[src/rtl/sid_cmd_bridge.sv]
// rtl/sid_cmd_bridge.sv - UART command stream to multi-SID register write bridge
//
// Purpose: parses 2-byte commands from the UART receiver, queues them in a
// FIFO and replays them as SID register writes aligned to the 1 MHz enable.
// Also handles WAIT commands, a parser resync timeout and overflow reporting.
//
// Ports:
//   CLK_IN         system clock (12 MHz)
//   RSTn_i         asynchronous active-low reset
//   rx_data        received UART byte, valid with rx_received
//   rx_received    single-cycle strobe per byte
//   ce_1m          single-cycle SID clock enable
//   clear_overflow synchronous clear of the overflow flag
//   sid_we         per-chip write enable, one-hot while a write is presented
//   sid_addr       SID register address
//   sid_data       SID register data
//   fifo_level     number of queued commands
//   overflow       sticky flag: a command was dropped on a full FIFO
//   busy           queued work, pending wait or write in progress
module sid_cmd_bridge #(
  parameter int NUM_SIDS       = 1,
  parameter int FIFO_DEPTH     = 16,
  parameter int TIMEOUT_CYCLES = 12000
) (
  input  logic                          CLK_IN,
  input  logic                          RSTn_i,
  input  logic [7:0]                    rx_data,
  input  logic                          rx_received,
  input  logic                          ce_1m,
  input  logic                          clear_overflow,
  output logic [NUM_SIDS-1:0]           sid_we,
  output logic [4:0]                    sid_addr,
  output logic [7:0]                    sid_data,
  output logic [$clog2(FIFO_DEPTH):0]   fifo_level,
  output logic                          overflow,
  output logic                          busy
);

  localparam int AW = $clog2(FIFO_DEPTH);
  localparam int LW = AW + 1;
  localparam int TW = $clog2(TIMEOUT_CYCLES) + 1;
  localparam logic [2:0] SIDS = 3'(NUM_SIDS);

  typedef enum logic {ST_ADDR, ST_DATA} state_t;

  state_t          state, state_nxt;
  logic [7:0]      byte0, byte0_nxt;
  logic [TW-1:0]   tcnt, tcnt_nxt;
  logic            push_req;
  logic [15:0]     push_entry;

  // FIFO entry layout: {type, cs[1:0], addr[4:0], data[7:0]}
  logic [15:0]     mem [FIFO_DEPTH];
  logic [AW-1:0]   wr_ptr, rd_ptr;
  logic [LW-1:0]   level;
  logic [7:0]      wait_cnt;
  logic            fifo_empty, fifo_full;
  logic            pop, push, ovf_evt;
  logic [15:0]     pop_entry;
  logic [NUM_SIDS-1:0] we_dec;

  // Parser: next-state and push request
  always_comb begin
    state_nxt  = state;
    byte0_nxt  = byte0;
    tcnt_nxt   = tcnt;
    push_req   = 1'b0;
    push_entry = {byte0, rx_data};
    case (state)
      ST_ADDR: begin
        if (rx_received) begin
          byte0_nxt = rx_data;
          tcnt_nxt  = TW'(TIMEOUT_CYCLES - 1);
          state_nxt = ST_DATA;
        end
      end
      ST_DATA: begin
        // A byte on the expiry cycle still counts as byte1.
        if (rx_received) begin
          state_nxt = ST_ADDR;
          // Writes to chips that do not exist are consumed silently.
          push_req  = byte0[7] || ({1'b0, byte0[6:5]} < SIDS);
        end else if (tcnt == '0) begin
          state_nxt = ST_ADDR;
        end else begin
          tcnt_nxt = tcnt - TW'(1);
        end
      end
      default: state_nxt = ST_ADDR;
    endcase
  end

  assign fifo_empty = (level == '0);
  assign fifo_full  = (level == LW'(FIFO_DEPTH));
  assign pop_entry  = mem[rd_ptr];
  assign pop        = ce_1m && (wait_cnt == 8'd0) && !fifo_empty;
  // A pop on the same cycle frees the slot, so a full FIFO still accepts.
  assign push       = push_req && (!fifo_full || pop);
  assign ovf_evt    = push_req && fifo_full && !pop;

  always_comb begin
    we_dec = '0;
    for (int i = 0; i < NUM_SIDS; i++) begin
      we_dec[i] = (pop_entry[14:13] == 2'(i));
    end
  end

  assign busy = !fifo_empty || (wait_cnt != 8'd0) || (|sid_we);
  assign fifo_level = level;

  always_ff @(posedge CLK_IN) begin
    if (push) begin
      mem[wr_ptr] <= push_entry;
    end
  end

  always_ff @(posedge CLK_IN or negedge RSTn_i) begin
    if (!RSTn_i) begin
      state    <= ST_ADDR;
      byte0    <= 8'd0;
      tcnt     <= '0;
      wr_ptr   <= '0;
      rd_ptr   <= '0;
      level    <= '0;
      overflow <= 1'b0;
      wait_cnt <= 8'd0;
      sid_we   <= '0;
      sid_addr <= 5'd0;
      sid_data <= 8'd0;
    end else begin
      state <= state_nxt;
      byte0 <= byte0_nxt;
      tcnt  <= tcnt_nxt;

      if (push) wr_ptr <= wr_ptr + AW'(1);
      if (pop)  rd_ptr <= rd_ptr + AW'(1);
      case ({push, pop})
        2'b10:   level <= level + LW'(1);
        2'b01:   level <= level - LW'(1);
        default: level <= level;
      endcase

      // Set wins over a coincident clear.
      if (ovf_evt)             overflow <= 1'b1;
      else if (clear_overflow) overflow <= 1'b0;

      if (ce_1m) begin
        if (wait_cnt != 8'd0) begin
          wait_cnt <= wait_cnt - 8'd1;
        end else if (pop && pop_entry[15]) begin
          wait_cnt <= pop_entry[7:0];
        end

        // Each write is held across exactly one ce_1m so the SID samples it
        // once; a back-to-back write replaces it with no idle cycle.
        if (pop && !pop_entry[15]) begin
          sid_we   <= we_dec;
          sid_addr <= pop_entry[12:8];
          sid_data <= pop_entry[7:0];
        end else begin
          sid_we <= '0;
        end
      end
    end
  end

endmodule

[config.mk]
export PLATFORM = sky130hd
export DESIGN_NAME = sid_cmd_bridge
export DESIGN_NICKNAME = d
export VERILOG_FILES = /design/src/rtl/sid_cmd_bridge.sv
export SDC_FILE = /design/constraint.sdc
export NUM_CORES = 1
export LEC_CHECK = 0
export BUFFER_PORTS_ARGS = -buffer_cell sky130_fd_sc_hd__buf_2
export CAP_MARGIN = 10
export CORE_ASPECT_RATIO = 1.4
export CORE_UTILIZATION = 46
export CTS_BUF_LIST = sky130_fd_sc_hd__clkbuf_16
export DETAILED_ROUTE_END_ITERATION = 10
export GPL_TIMING_DRIVEN = 1
export PLACE_DENSITY_LB_ADDON = 0.1
export RECOVER_POWER = 50
export SETUP_SLACK_MARGIN = 0.05
export SLEW_MARGIN = 20
export SYNTH_ARGS = -nofsm -noshare
export SYNTH_HDL_FRONTEND = slang
export SYNTH_SLANG_ARGS = --single-unit
[constraint.sdc]
create_clock -name CLK_IN -period 4 [get_ports CLK_IN]
set_clock_uncertainty 0.05 [all_clocks]
set_input_delay 0.6 -clock CLK_IN [delete_from_list [all_inputs] [get_ports CLK_IN]]
set_output_delay 0.6 -clock CLK_IN [all_outputs]
set_load 0.02 [all_outputs]
==> Flow_metrics.wiki <==
{| class="wikitable"
! Metric !! Value
|-
| Initial antenna violation count || 0
|-
| Initial standard-cell utilization of the core || 47.0%
|-
| Final setup vio count || 0
|-
| I/O pin total || 34
|-
| Number of pins exceeding their max-slew limit in the final report || 33
|-
| Met2 Use GR || 38.5%
|-
| Switching power share of the total || 27.3%
|-
| Max-Cap Viols || 1
|-
| Kind of end point of the critical path || flip-flop
|-
| Fill cell count || 2111
|-
| Leak || a little under 5 nW
|-
| Actual slew at the worst max-slew pin || 1.98 ns
|-
| Reg2reg path depth || 9
|-
| Part of the cycle the worst path needs || 76.7%
|-
| Sequential-to-total area share from yosys stat || 72.6%
|-
| CTS Sinks || 316
|-
| Final weighted congestion in routability-driven placement || 0.799
|-
| Core footprint || roughly 0.027 mm^2
|-
| Floorplan die area || 0.0282 mm^2
|-
| Most used routing layer in global routing || met2
|-
| Post-synth cell types || between 50 and 60
|-
| Sequential group share of total power || 51.8%
|-
| Later-pin clock latency in the skew report || 0.56 ns
|-
| Power density over the cells || 573 mW/mm^2
|-
| Area overhead of the layout relative to synthesis || 13.4%
|-
| Most common cell after layout, fill and taps aside || sky130_fd_sc_hd__edfxtp_1
|-
| # nets final || 787
|-
| Combinational cell fraction of total power || 16.3%
|-
| Rows || 71
|-
| Yosys warns || 0
|-
| Number of hold-repair buffers added at the cts stage || 0
|-
| Count of input and output buffers || 33
|-
| Data required, critical path || 4.19 ns
|-
| Rel. slew slack || -31.7%
|-
| Starting DRT DRC Count || 408
|-
| Met1 track demand over resource in global routing || between 20 and 30%
|-
| RSZ-0062 raised after global routing || false
|-
| Worst hold path stage count || 3
|-
| First-pass GRT wire length || 43.2 mm
|-
| Aggregate global routing overflow || 0
|-
| Accumulated negative setup slack || 0 ns
|-
| Internal power || 5.97 mW
|-
| Most used DFF post-synth || sky130_fd_sc_hd__edfxtp_1
|-
| Hold Violations, Final || 0
|-
| Global routing usage summed across all routing layers || 21.4%
|-
| Number of antenna repair diodes || 0
|-
| Total via count in the routed design || about 6500
|-
| Highest-count cells in the layout ignoring fill and taps || sky130_fd_sc_hd__edfxtp_1, sky130_fd_sc_hd__mux4_2, sky130_fd_sc_hd__dfrtp_1, sky130_fd_sc_hd__nand2_1, sky130_fd_sc_hd__clkbuf_16
|-
| Resized Gates After CTS || 0
|-
| Routing usage on met3 || 2.27%
|-
| H-tree depth || 1
|-
| Via count of the first global-routing pass || 6893
|-
| Setup crit start kind || flip-flop
|-
| DRC || 0
|-
| CTS root buffer || sky130_fd_sc_hd__clkbuf_16
|-
| Post-CTS setup-driven buffer insertion count || 0
|-
| Fraction of layout instances using a drive strength above 1 || 24.9%
|-
| Total CTS buffers || 30
|-
| CTS clock-pin slew for the worst setup and hold paths || ~0.070 ns
|-
| Synthesized area per cell || 18.2 um^2
|-
| Final period demand of the worst path || 3.07 ns
|-
| Post-DP HPWL || around 18 mm
|-
| Net count after synthesis || between 700 and 800
|-
| Net switching power figure || ~2.2 mW
|-
| Crit path kind || reg2reg
|-
| Summed instance area of the synthesized netlist || approximately 0.013 mm^2
|-
| VDD IR max || 0.000313 V
|-
| Vert. Die Dim || about 200 um
|-
| Violations in the final reports || max-capacitance violations, max-slew violations
|-
| Post-route antenna net violation count || 0
|-
| Clock tree from TritonCTS || done
|-
| Hold crit path type || in2reg
|-
| Post-synthesis async set-or-reset flop share || a little under a fifth
|-
| Post-synthesis cell count || ~700
|-
| Worst endpoint data arrival time || approximately 3.3 ns
|-
| Router iterations before antenna repair || 5
|-
| Number of enable flip-flop cells after synthesis || about 260
|-
| Maximum root-to-sink buffer count || 3
|-
| Maximum number of pins on one net before global-route repair || 49
|-
| Fraction of power consumed by the clock network || 31.9%
|-
| Wire length after detailed routing || 28.2 mm
|-
| Horizontal die dimension || 142 um
|-
| F_max || 326 MHz
|-
| Outcome || complete, but fails checks
|-
| Average routed wire per standard cell || ~25 um
|-
| Hold_ws || 0.299 ns
|-
| Max Fanout on Critical Path || 10
|-
| Number of storage elements in the synthesis netlist || 316
|-
| DR vias/cell || 5.68
|}
[critical path, stage by stage (launching register included)]
cell and delay [ns]:
sky130_fd_sc_hd__dfrtp_1 0.40, sky130_fd_sc_hd__inv_1 0.13, sky130_fd_sc_hd__ha_1 0.15, sky130_fd_sc_hd__nor3b_1 0.19, sky130_fd_sc_hd__buf_4 0.18, sky130_fd_sc_hd__nand3_1 0.12
sky130_fd_sc_hd__a31oi_2 0.49, sky130_fd_sc_hd__nand2_1 0.26, sky130_fd_sc_hd__nor2_2 0.46, sky130_fd_sc_hd__buf_4 0.31
[metrics by stage]
step	power [mW]	util [%]	worst slack [ns]	instance area (um^2)	instances
after CTS	8.31	53.3	0.905	14400	1147
after floorplan	5.16	-	0.599	12700	696
after global routing	8.57	53.3	0.636	14300	1147
after detailed placement	5.69	50.0	0.977	13500	1094
after global placement	5.64	50.0	1.03	13400	1094
final	8.22	53.3	0.931	14300	1147
[synth_stat cells, types with 4 or more instances]
cell / number / area [um^2]
sky130_fd_sc_hd__nor2_1: 37 / 139
sky130_fd_sc_hd__inv_1: 13 / 48.8
sky130_fd_sc_hd__mux2_2: 12 / 135
sky130_fd_sc_hd__ha_1: 12 / 150
sky130_fd_sc_hd__nand2_1: 46 / 173
sky130_fd_sc_hd__nor4_1: 5 / 31.3
sky130_fd_sc_hd__buf_1: 5 / 18.8
sky130_fd_sc_hd__buf_2: 10 / 50.1
sky130_fd_sc_hd__xor2_1: 9 / 78.8
sky130_fd_sc_hd__nand2b_1: 5 / 31.3
sky130_fd_sc_hd__mux2_1: 5 / 56.3
sky130_fd_sc_hd__o21ai_0: 11 / 55.1
sky130_fd_sc_hd__dfrtp_1: 60 / 1500
sky130_fd_sc_hd__nor2b_1: 4 / 25.0
sky130_fd_sc_hd__a21o_1: 4 / 30.0
sky130_fd_sc_hd__xnor2_1: 10 / 87.6
sky130_fd_sc_hd__clkbuf_1: 12 / 45.0
sky130_fd_sc_hd__nand3_1: 5 / 25.0
sky130_fd_sc_hd__nor3_1: 19 / 95.1
sky130_fd_sc_hd__a22oi_1: 9 / 67.6
sky130_fd_sc_hd__edfxtp_1: 256 / 7690
sky130_fd_sc_hd__o2111ai_1: 4 / 35.0
sky130_fd_sc_hd__a21oi_1: 19 / 95.1
sky130_fd_sc_hd__mux2i_1: 11 / 110
sky130_fd_sc_hd__mux4_2: 66 / 1490
[path summary, 6_finish.rpt]
check	from	end	slack, ns
max in group asynchronous	RSTn_i	rd_ptr[0]$_DFFE_PN0P_	1.95
hold / removal	clear_overflow	overflow$_DFFE_PN0P_	0.30
min in group asynchronous	RSTn_i	sid_data[0]$_DFFE_PN0P_	0.53
hold reg to reg	sid_data[0]$_DFFE_PN0P_	sid_data[0]$_DFFE_PN0P_	0.44
setup / recovery	wait_cnt[0]$_DFFE_PN0P_	mem[9][8]$_DFFE_PP_	0.93
setup reg to reg	wait_cnt[0]$_DFFE_PN0P_	mem[9][8]$_DFFE_PP_	0.93
[registers in the layout, indices dropped and copies added (netlist names)]
register and cells:
byte0 8, fifo_level 5, mem 256, overflow 1, rd_ptr 4, sid_addr 5
sid_data 8, sid_we 1, state 1, tcnt 15, wait_cnt 8, wr_ptr 4
[cell type report]
class	instances	area (um^2)	share of cell area (%)
Sequential cell	316	9200	64.1
Clock buffer	31	776	5.41
Tap cell	365	457	3.18
Timing Repair Buffer	63	414	2.89
Clock inverter	22	125	0.872
Multi-Input combinational cell	337	3330	23.2
Inverter	13	48.8	0.340
[metal layers]
metal / wire (um) / vias up
li1: - / 2875
met1: 11600 / 3461
met2: 15100 / 146
met3: 858 / 35
met4: 599 / 0
met5: 0 / -
[logic make-up (layout without fill, tap and decap cells)]
kind of cell / after synthesis / after routing / synth area share, %
mux: 94 / 94 / 14.1
flops: 316 / 316 / 72.6
fa+ha+maj: 13 / 13 / 1.35
simple gates: 145 / 145 / 5.48
buf+inv: 43 / 129 / 1.52
xor+xnor: 19 / 19 / 1.32
compound gates: 66 / 66 / 3.57
[power groups by stage]
stage	Clock (mW)	Combinational (mW)	Sequential, mW
global placement	0	1.33	4.31
CTS	2.68	1.37	4.27
detailed placement	0	1.36	4.33
finish	2.63	1.34	4.25
global route	2.79	1.46	4.32
floorplan	0	0.957	4.20
No activity file was read; power rests on OpenSTA's default activity.
